===== src/rtl/display_scan_ctrl_pkg.sv =====
// Shared seven-segment constants and slot record for the display scan controller.
// All segment and anode values are active-low.
package display_pkg;

  localparam logic [6:0] SEG_1     = 7'b1001111;
  localparam logic [6:0] SEG_2     = 7'b0010010;
  localparam logic [6:0] SEG_3     = 7'b0000110;
  localparam logic [6:0] SEG_4     = 7'b1001100;
  localparam logic [6:0] SEG_BLANK = 7'b1111111;
  localparam logic [6:0] SEG_DASH  = 7'b1111110;
  localparam logic [3:0] AN_OFF    = 4'b1111;

  typedef struct packed {
    logic [3:0] code;
    logic       blink;
  } slot_t;

  typedef enum logic {
    ST_BLANK = 1'b0,
    ST_DRIVE = 1'b1
  } slot_state_e;

endpackage


===== src/rtl/display_scan_ctrl_if.sv =====
// Slot write bus from floor logic into the display scan controller.
interface display_scan_ctrl_if;
  logic       wr_en;
  logic [1:0] wr_idx;
  logic [3:0] wr_code;
  logic       wr_blink;

  modport master (output wr_en, output wr_idx, output wr_code, output wr_blink);
  modport slave  (input  wr_en, input  wr_idx, input  wr_code, input  wr_blink);
endinterface


===== src/rtl/display_scan_ctrl_seg_decode.sv =====
// One-hot floor code to active-low segment pattern; non-one-hot codes show a dash.
module seg_decode
  import display_pkg::*;
(
  input  logic [3:0] code,
  output logic [6:0] seg
);

  always_comb begin
    seg = SEG_DASH;
    case (code)
      4'b0000: seg = SEG_BLANK;
      4'b0001: seg = SEG_1;
      4'b0010: seg = SEG_2;
      4'b0100: seg = SEG_3;
      4'b1000: seg = SEG_4;
      default: seg = SEG_DASH;
    endcase
  end

endmodule


===== src/rtl/display_scan_ctrl.sv =====
// Four-digit time-multiplexed seven-segment scanner with frame-synchronous
// content latching, inter-digit blanking and internally timed blinking.
module display_scan_ctrl
  import display_pkg::*;
#(
  parameter int unsigned SCAN_DIV     = 50000,
  parameter int unsigned BLANK_CYC    = 500,
  parameter int unsigned BLINK_FRAMES = 128
) (
  input  logic                 clk,
  input  logic                 rst_n,
  display_scan_ctrl_if.slave   wr,
  output logic [6:0]           seg,
  output logic [3:0]           an,
  output logic                 frame_start
);

  localparam int unsigned CNT_W = (SCAN_DIV > 1) ? $clog2(SCAN_DIV) : 1;
  localparam int unsigned FC_W  = (BLINK_FRAMES > 1) ? $clog2(BLINK_FRAMES) : 1;
  localparam logic [CNT_W-1:0] CNT_LAST   = CNT_W'(SCAN_DIV - 1);
  localparam logic [CNT_W-1:0] BLANK_LAST = CNT_W'(BLANK_CYC - 1);
  localparam logic [FC_W-1:0]  FC_LAST    = FC_W'(BLINK_FRAMES - 1);

  logic [CNT_W-1:0] cnt_reg;
  logic [1:0]       dig_reg;
  logic [FC_W-1:0]  fc_reg;
  logic             blink_phase_reg;
  logic             first_reg;
  slot_state_e      state_reg, state_next;

  slot_t [3:0]      shadow_reg;
  slot_t [3:0]      active_reg;

  logic [6:0]       seg_reg, seg_next;
  logic [3:0]       an_reg, an_next;
  logic             frame_start_reg;

  logic [3:0][6:0]  slot_seg;
  logic             slot_last;
  logic             frame_go;

  assign slot_last = (cnt_reg == CNT_LAST);
  // The very first edge after reset also opens a frame so content latches immediately.
  assign frame_go  = first_reg | (slot_last & (dig_reg == 2'd3));

  genvar gi;
  generate
    for (gi = 0; gi < 4; gi++) begin : g_dec
      seg_decode u_seg_decode (
        .code (active_reg[gi].code),
        .seg  (slot_seg[gi])
      );
    end
  endgenerate

  always_ff @(posedge clk or negedge rst_n) begin
    if (!rst_n) begin
      cnt_reg         <= '0;
      dig_reg         <= '0;
      fc_reg          <= '0;
      blink_phase_reg <= 1'b0;
      first_reg       <= 1'b1;
      state_reg       <= ST_BLANK;
      shadow_reg      <= '0;
      active_reg      <= '0;
      seg_reg         <= SEG_BLANK;
      an_reg          <= AN_OFF;
      frame_start_reg <= 1'b0;
    end else begin
      first_reg       <= 1'b0;
      state_reg       <= state_next;
      seg_reg         <= seg_next;
      an_reg          <= an_next;
      frame_start_reg <= frame_go;

      cnt_reg <= slot_last ? '0 : cnt_reg + CNT_W'(1);
      if (slot_last) begin
        dig_reg <= dig_reg + 2'd1;
      end

      if (frame_go) begin
        // Copy takes the pre-edge shadow; a write on this same edge waits a frame.
        active_reg <= shadow_reg;
        if (fc_reg == FC_LAST) begin
          fc_reg          <= '0;
          blink_phase_reg <= ~blink_phase_reg;
        end else begin
          fc_reg <= fc_reg + FC_W'(1);
        end
      end

      if (wr.wr_en) begin
        shadow_reg[wr.wr_idx] <= '{code: wr.wr_code, blink: wr.wr_blink};
      end
    end
  end

  always_comb begin
    state_next = state_reg;
    an_next    = AN_OFF;
    seg_next   = SEG_BLANK;

    case (state_reg)
      ST_BLANK: if (cnt_reg == BLANK_LAST) state_next = ST_DRIVE;
      ST_DRIVE: if (slot_last)             state_next = ST_BLANK;
      default:                             state_next = ST_BLANK;
    endcase

    // A blinking slot in its off phase stays blank for the entire slot.
    if ((state_reg == ST_DRIVE) && !(active_reg[dig_reg].blink && blink_phase_reg)) begin
      an_next  = ~(4'b0001 << dig_reg);
      seg_next = slot_seg[dig_reg];
    end
  end

  assign seg         = seg_reg;
  assign an          = an_reg;
  assign frame_start = frame_start_reg;

endmodule


===== src/flat_wrapper.sv =====
// flat-port wrapper written by rule: the top's interface ports become plain ports
module display_scan_ctrl_flat import display_pkg::*;
#(
  parameter int unsigned SCAN_DIV     = 50000,
  parameter int unsigned BLANK_CYC    = 500,
  parameter int unsigned BLINK_FRAMES = 128
)
  (clk, rst_n, seg, an, frame_start, wr_wr_en, wr_wr_idx, wr_wr_code, wr_wr_blink);
  display_scan_ctrl_if wr_i ();
  input  logic clk;
  input  logic rst_n;
  output logic [6:0] seg;
  output logic [3:0] an;
  output logic frame_start;
  input wire logic [$bits(wr_i.wr_en)-1:0] wr_wr_en;
  input wire logic [$bits(wr_i.wr_idx)-1:0] wr_wr_idx;
  input wire logic [$bits(wr_i.wr_code)-1:0] wr_wr_code;
  input wire logic [$bits(wr_i.wr_blink)-1:0] wr_wr_blink;
  assign wr_i.wr_en = wr_wr_en;
  assign wr_i.wr_idx = wr_wr_idx;
  assign wr_i.wr_code = wr_wr_code;
  assign wr_i.wr_blink = wr_wr_blink;
  display_scan_ctrl #(.SCAN_DIV(SCAN_DIV), .BLANK_CYC(BLANK_CYC), .BLINK_FRAMES(BLINK_FRAMES)) u_core (.clk(clk), .rst_n(rst_n), .wr(wr_i), .seg(seg), .an(an), .frame_start(frame_start));
endmodule

===== config.mk =====
export PLATFORM = sky130hd
export DESIGN_NAME = display_scan_ctrl_flat
export DESIGN_NICKNAME = d
export VERILOG_FILES = /design/src/rtl/display_scan_ctrl_pkg.sv /design/src/rtl/display_scan_ctrl_if.sv /design/src/rtl/display_scan_ctrl_seg_decode.sv /design/src/rtl/display_scan_ctrl.sv /design/src/flat_wrapper.sv
export SDC_FILE = /design/constraint.sdc
export NUM_CORES = 1
export LEC_CHECK = 0
export CAP_MARGIN = 15
export CORE_ASPECT_RATIO = 2
export CORE_MARGIN = 2
export CORE_UTILIZATION = 55
export DETAILED_ROUTE_END_ITERATION = 8
export GPL_ROUTABILITY_DRIVEN = 0
export PLACE_DENSITY_LB_ADDON = 0.1
export SLEW_MARGIN = 20
export SYNTH_ARGS = -nofsm -noshare
export SYNTH_HDL_FRONTEND = slang
export SYNTH_HIERARCHICAL = 1
export SYNTH_SLANG_ARGS = --single-unit

===== constraint.sdc =====
create_clock -name clk -period 2.7 [get_ports clk]
set_input_delay 0.81 -clock clk [delete_from_list [all_inputs] [get_ports clk]]
set_output_delay 0.81 -clock clk [all_outputs]
set_load 0.03 [all_outputs]

# Word-level counts from Yosys, hierarchy flattened
# Index checks and enable logic that the tools add are counted.
[classes] shift=1 n_eq_ne=20 order_cmp=3 n_addsub=3 n_mux=18 mul=0 bitwise_logic=5 reduce_logical=9 div_mod_pow=0
[op_table] cell="one-hot mux 7 bit (5 select lines)" n=4
[op_table] cell="2-to-1 mux 7 bit" n=3
[op_table] cell="bitwise mux 20 bit" n=1
[op_table] cell="adder 16 x 1 -> 16 bit (second input constant)" n=1
[op_table] cell="== test 16 bit (second input constant)" n=1
[op_table] cell="== test 16 x 9 -> 1 bit (second input constant)" n=1
[op_table] cell="== test 4 x 1 -> 1 bit (second input constant)" n=4
[op_table] cell="== test 4 x 2 -> 1 bit (second input constant)" n=4
[op_table] cell="== test 4 x 3 -> 1 bit (second input constant)" n=4
[op_table] cell="== test 4 bit (second input constant)" n=4
[op_table] cell="logical NOT 4 bit" n=4
[op_table] cell="2-to-1 mux 16 bit" n=1
[op_table] cell="binary-select mux 7 bit (select 2 bit)" n=1
[op_table] cell="binary-select mux 5 bit (select 2 bit)" n=1
[op_table] cell="demux 5 bit (select 2 bit)" n=1
[op_table] cell="adder 7 x 1 -> 7 bit (second input constant)" n=1
[op_table] cell="== test 7 bit (second input constant)" n=1
[op_table] cell="< comparator 2 x 3 -> 1 bit (second input constant)" n=2
[op_table] cell="2-to-1 mux 5 bit" n=1
[op_table] cell="2-to-1 mux 4 bit" n=1
[op_table] cell="NOT 4 bit" n=1
[op_table] cell="left shift 1 x 2 -> 4 bit (first input constant)" n=1
[op_table] cell="logical AND 1 bit" n=3
[op_table] cell="2-to-1 mux 1 bit" n=3
[op_table] cell="9 further kinds" n=10
[word_totals] regBits=80 rom_bits=0 memories=0 output_inout_bits=12 elab_cells=84 ram_bits=0 latchBits=0

# Depth between registers and ports, before layout
[depth] depth_word=6 mapped_depth=7 ltp_nobuf=6

# Modules after synthesis
# The synthesis kept the hierarchy.
[modules_own_cells] mod="display_scan_ctrl" seq_area_each_um2=2016.9 cells_per_inst=246 n_inst=1 area_per_inst_um2=3463.3
[modules_own_cells] mod="seg_decode" seq_area_each_um2=0.0 cells_per_inst=12 n_inst=4 area_per_inst_um2=78.8

# Worst setup path before layout
# No wires, ideal clock.
[synth_path] kind="flip-flop to flip-flop" start="register u_core.cnt_reg[0]" end="register u_core/active_reg[10] (netlist name)" slack_ns=0.889 t_required_ns=2.575 arrival_ns=1.686 stages_incl_launch_ff=6 setup_ns=0.125 cell_sequence="dfrtp_1 -> ha_1 -> and4_1 -> a41oi_2 -> buf_2 -> mux2_2"
[synth_via] elab_chain_len=3
[synth_rtl] element="from (decl)" line_no="display_scan_ctrl.sv:24" source="logic [CNT_W-1:0] cnt_reg;"
[synth_rtl] element="from (signal assigned)" line_no="display_scan_ctrl.sv:76" source="cnt_reg <= slot_last ? '0 : cnt_reg + CNT_W'(1);"
[synth_rtl] element="== test 16 bit" line_no="display_scan_ctrl.sv:42" source="assign slot_last = (cnt_reg == CNT_LAST);"
[synth_rtl] element="AND 1 bit" line_no="display_scan_ctrl.sv:44" source="assign frame_go = first_reg | (slot_last & (dig_reg == 2'd3));"
[synth_rtl] element="OR 1 bit" line_no="display_scan_ctrl.sv:44"
[synth_rtl] element="to (signal assigned)" line_no="display_scan_ctrl.sv:83" source="active_reg <= shadow_reg;"
[synth_rtl] element="to (decl)" line_no="display_scan_ctrl.sv:32" source="slot_t [3:0] active_reg;"
# No other way between the ends.
# A chain may end at the register's enable or synchronous reset.

# Final worst setup path
[layout_path] start="register u_core.seg_reg[5], in the netlist u_core/seg[5]" end="output seg[5]"
[layout_lines] element="from (decl)" line_no="display_scan_ctrl.sv:34" source="logic [6:0] seg_reg, seg_next;"
[layout_lines] element="from (signal assigned)" line_no="display_scan_ctrl.sv:72" source="seg_reg <= seg_next;"
[layout_lines] element="to (decl)" line_no="flat_wrapper.sv:12" source="output logic [6:0] seg;"
# No word-level cell between the ends.

==> results.txt <==
# setup viols final -> 0
Post_cts resized -> 0
Hold_ws -> 424 ps
Crit. End Element -> output pin
Layout area overhead -> 15.5%
Fin nets -> 337
Max Slew Vio Count -> 0
Cell variety after synth -> 42
Critical path arrival -> 1510 ps
Syn avg cell area -> 12.9 um^2
Asr flop ratio synth -> 100%
Total number of vias -> 2,339
First-pass GRT wire length -> 11,600 um
Largest net degree at the start of global routing -> 47
Critical-path maximum fanout -> 1
CTS clk-pin slew, worst paths -> 60 ps
#FFs+latches synth -> 80
Slowest cell on the critical path -> clkdlybuf4s50_1
Met1 Wirelength -> 2420 um
Most frequent cells in the layout -> dfrtp_1 (68), mux2_2 (41), clkdlybuf4s50_1 (20)
Row count -> 42
Initial antenna violation count -> 0
Gr usage total -> 20.5%
CTS tree -> yes
Clk buf depth -> 2
Sequential Area -> 0.00202 mm^2
Cell internal pwr -> 2320 uW
Number of synthesized flops with an enable pin -> 0
DIE WIDTH -> 62.6 um
Clock Latency Late Sink -> 340 ps
# port buffers -> 21
WL met2 -> 4040 um
Pleak -> 0.00177 uW
Seq pwr share -> 49.0%
Worst Max-Slew Pin Slew -> 521 ps
Syn. warnings -> 6
Post-CTS Hold Buffers -> 0
Worst Clk Skew -> 10.1 ps
IO Pins -> 22
Placed wire-length estimate -> 5190 um
Cell Chain, Critical Path -> clkdlybuf4s50_1
Clock Tree Root -> clkbuf_16
Fillers -> 530
Worst Setup Start Kind -> register
Post-CTS Setup Inserts -> 0
Drt total wl -> 6860 um
CP bufs+invs -> 1
CTS sink count -> 80
# H-tree levels -> 3
Top sig layer -> met4
Fin Setup TNS -> 0 ps
Outcome -> finished, final reports clean
Clk pwr share -> 35.6%
Final min period -> 2320 ps
Worst path max stage delay -> 660 ps
Die Height -> 121 um
Delay-heaviest family, CP -> buffers and inverters
WL met3 -> 175 um
Mapped Nets -> 310
Die ar. -> 0.00759 mm^2
Max cap viols -> 0
Initial DRT Pass Iterations -> 4
Syn Std Cell Area -> 0.00378 mm^2
Final Power -> 3150 uW
Combinational Power Share -> 15.5%
Post-synth top flop -> dfrtp_1
Core ar. -> 0.00662 mm^2
Layout cells sized above 1 -> 27.6%
RSZ-0062 raised after global routing -> false
Antenna diodes -> 0
Commonest non-fill, non-tap cell in the layout -> dfrtp_1
Multi-input gate area -> 0.00167 mm^2
Drc violations -> 0
Starting Density -> 57.1%
VDD IR-drop max -> 0.687 mV
Number of global-route vias before repair -> 2,410
Mapped Cells -> 294
Crit Path Category -> reg2out
P_sw -> 834 uW
Worst reg2reg setup slack -> 640 ps
Required @ worst endpoint -> 1890 ps
Post-route antenna net violation count -> 0
Overflow after GRT -> 0
Pwr dens -> 723 mW/mm^2
Starting DRT DRC Count -> 74
Worst slew margin -> 65.0%
Hold WC Path Type -> in2async
Fin. Hold Viols -> 0
Register area share after synthesis -> 53.4%
Drt via density -> 5.65
WL/cell -> 16.6 um
Fin crit share -> 85.9%
CTS Buf Count -> 9
Sw Ratio -> 26.5%
Top achievable clock speed -> 0.431 GHz
[power by group through the flow]
stage          clock network (uW)  registers, uW  logic (uW)
2_1_floorplan                   0           1510         407
3_3_place_gp                    0           1550         477
3_5_place_dp                    0           1570         492
4_1_cts                      1160           1540         493
5_1_grt                      1190           1570         540
6_report                     1120           1540         487
[cell type report]
type                       count  share of cell area [%]
inverter                       3                   0.258
sequential                    80                    46.2
tap                           88                    2.52
clock buffer                  10                    5.48
timing repair buffer          28                    6.25
multi-input combinational    199                    38.3
clock inverter                 6                   0.975
[final timing paths]
check | start | endpoint | cells after the start
max | u_core/seg[5] | seg[5] | 1
min in group clk | u_core/fc_reg[6] | u_core/fc_reg[6] | 1
max reg2reg | u_core/cnt_reg[5] | u_core/active_reg[18] | 5
max in group asynchronous | rst_n | u_core/first_reg | 2
min reg2reg | u_core/fc_reg[6] | u_core/fc_reg[6] | 1
min | rst_n | u_core/dig_reg[0] | 1
[cells by family (layout without fill, tap and decap cells)]
group                      after synthesis  count (layout)  synth area share, %
buffers and inverters                   15              47                 2.42
DFF                                     80              80                 53.4
xor gates and xnor gates                24              24                 5.56
muxes                                   50              50                 17.3
adders and majority gates                6               6                 1.99
and+or+nand+nor                         94              94                 15.3
AOI/OAI and AO/OA                       24              24                 4.01
other                                    1               1               0.0992
[through the flow]
stage / cells / worst slack [ps] / area, um^2 / util (%)
after global placement: 398 / 561 / 4080 / 61.6
final: 414 / 380 / 4360 / 65.9
after detailed placement: 398 / 552 / 4080 / 61.6
after CTS: 414 / 349 / 4360 / 65.9
after global routing: 414 / 343 / 4360 / 65.9
after floorplan: 294 / 889 / 3780 / -
[per-layer routing]
layer | global-route usage (%) | up-vias
met4 | 12.4 | 0
met1 | 19.5 | 1183
li1 | - | 1103
met2 | 38.7 | 34
met3 | 4.73 | 19
met5 | 0 | -
[synthesized netlist by cell type, types with 4 or more instances]
| cell type | instances | area [um^2] |
|---|---|---|
| mux4_2 | 8 | 180 |
| nor2_1 | 12 | 45.0 |
| o21ai_0 | 9 | 45.0 |
| nand3_1 | 10 | 50.1 |
| xnor2_1 | 13 | 114 |
| buf_4 | 6 | 45.0 |
| ha_1 | 6 | 75.1 |
| xor2_1 | 11 | 96.3 |
| nand2b_1 | 7 | 43.8 |
| dfrtp_1 | 68 | 1700 |
| nand4_1 | 5 | 31.3 |
| mux2_2 | 41 | 462 |
| nor3_1 | 8 | 40.0 |
| dfstp_2 | 12 | 315 |
| or3_1 | 5 | 31.3 |
| and4_1 | 5 | 43.8 |
| or2_1 | 4 | 25.0 |
| nand3b_1 | 11 | 82.6 |
| o21ai_1 | 5 | 25.0 |
| nand2_1 | 15 | 56.3 |
| o21a_1 | 4 | 30.0 |
No activity file was read; power rests on OpenSTA's default activity.
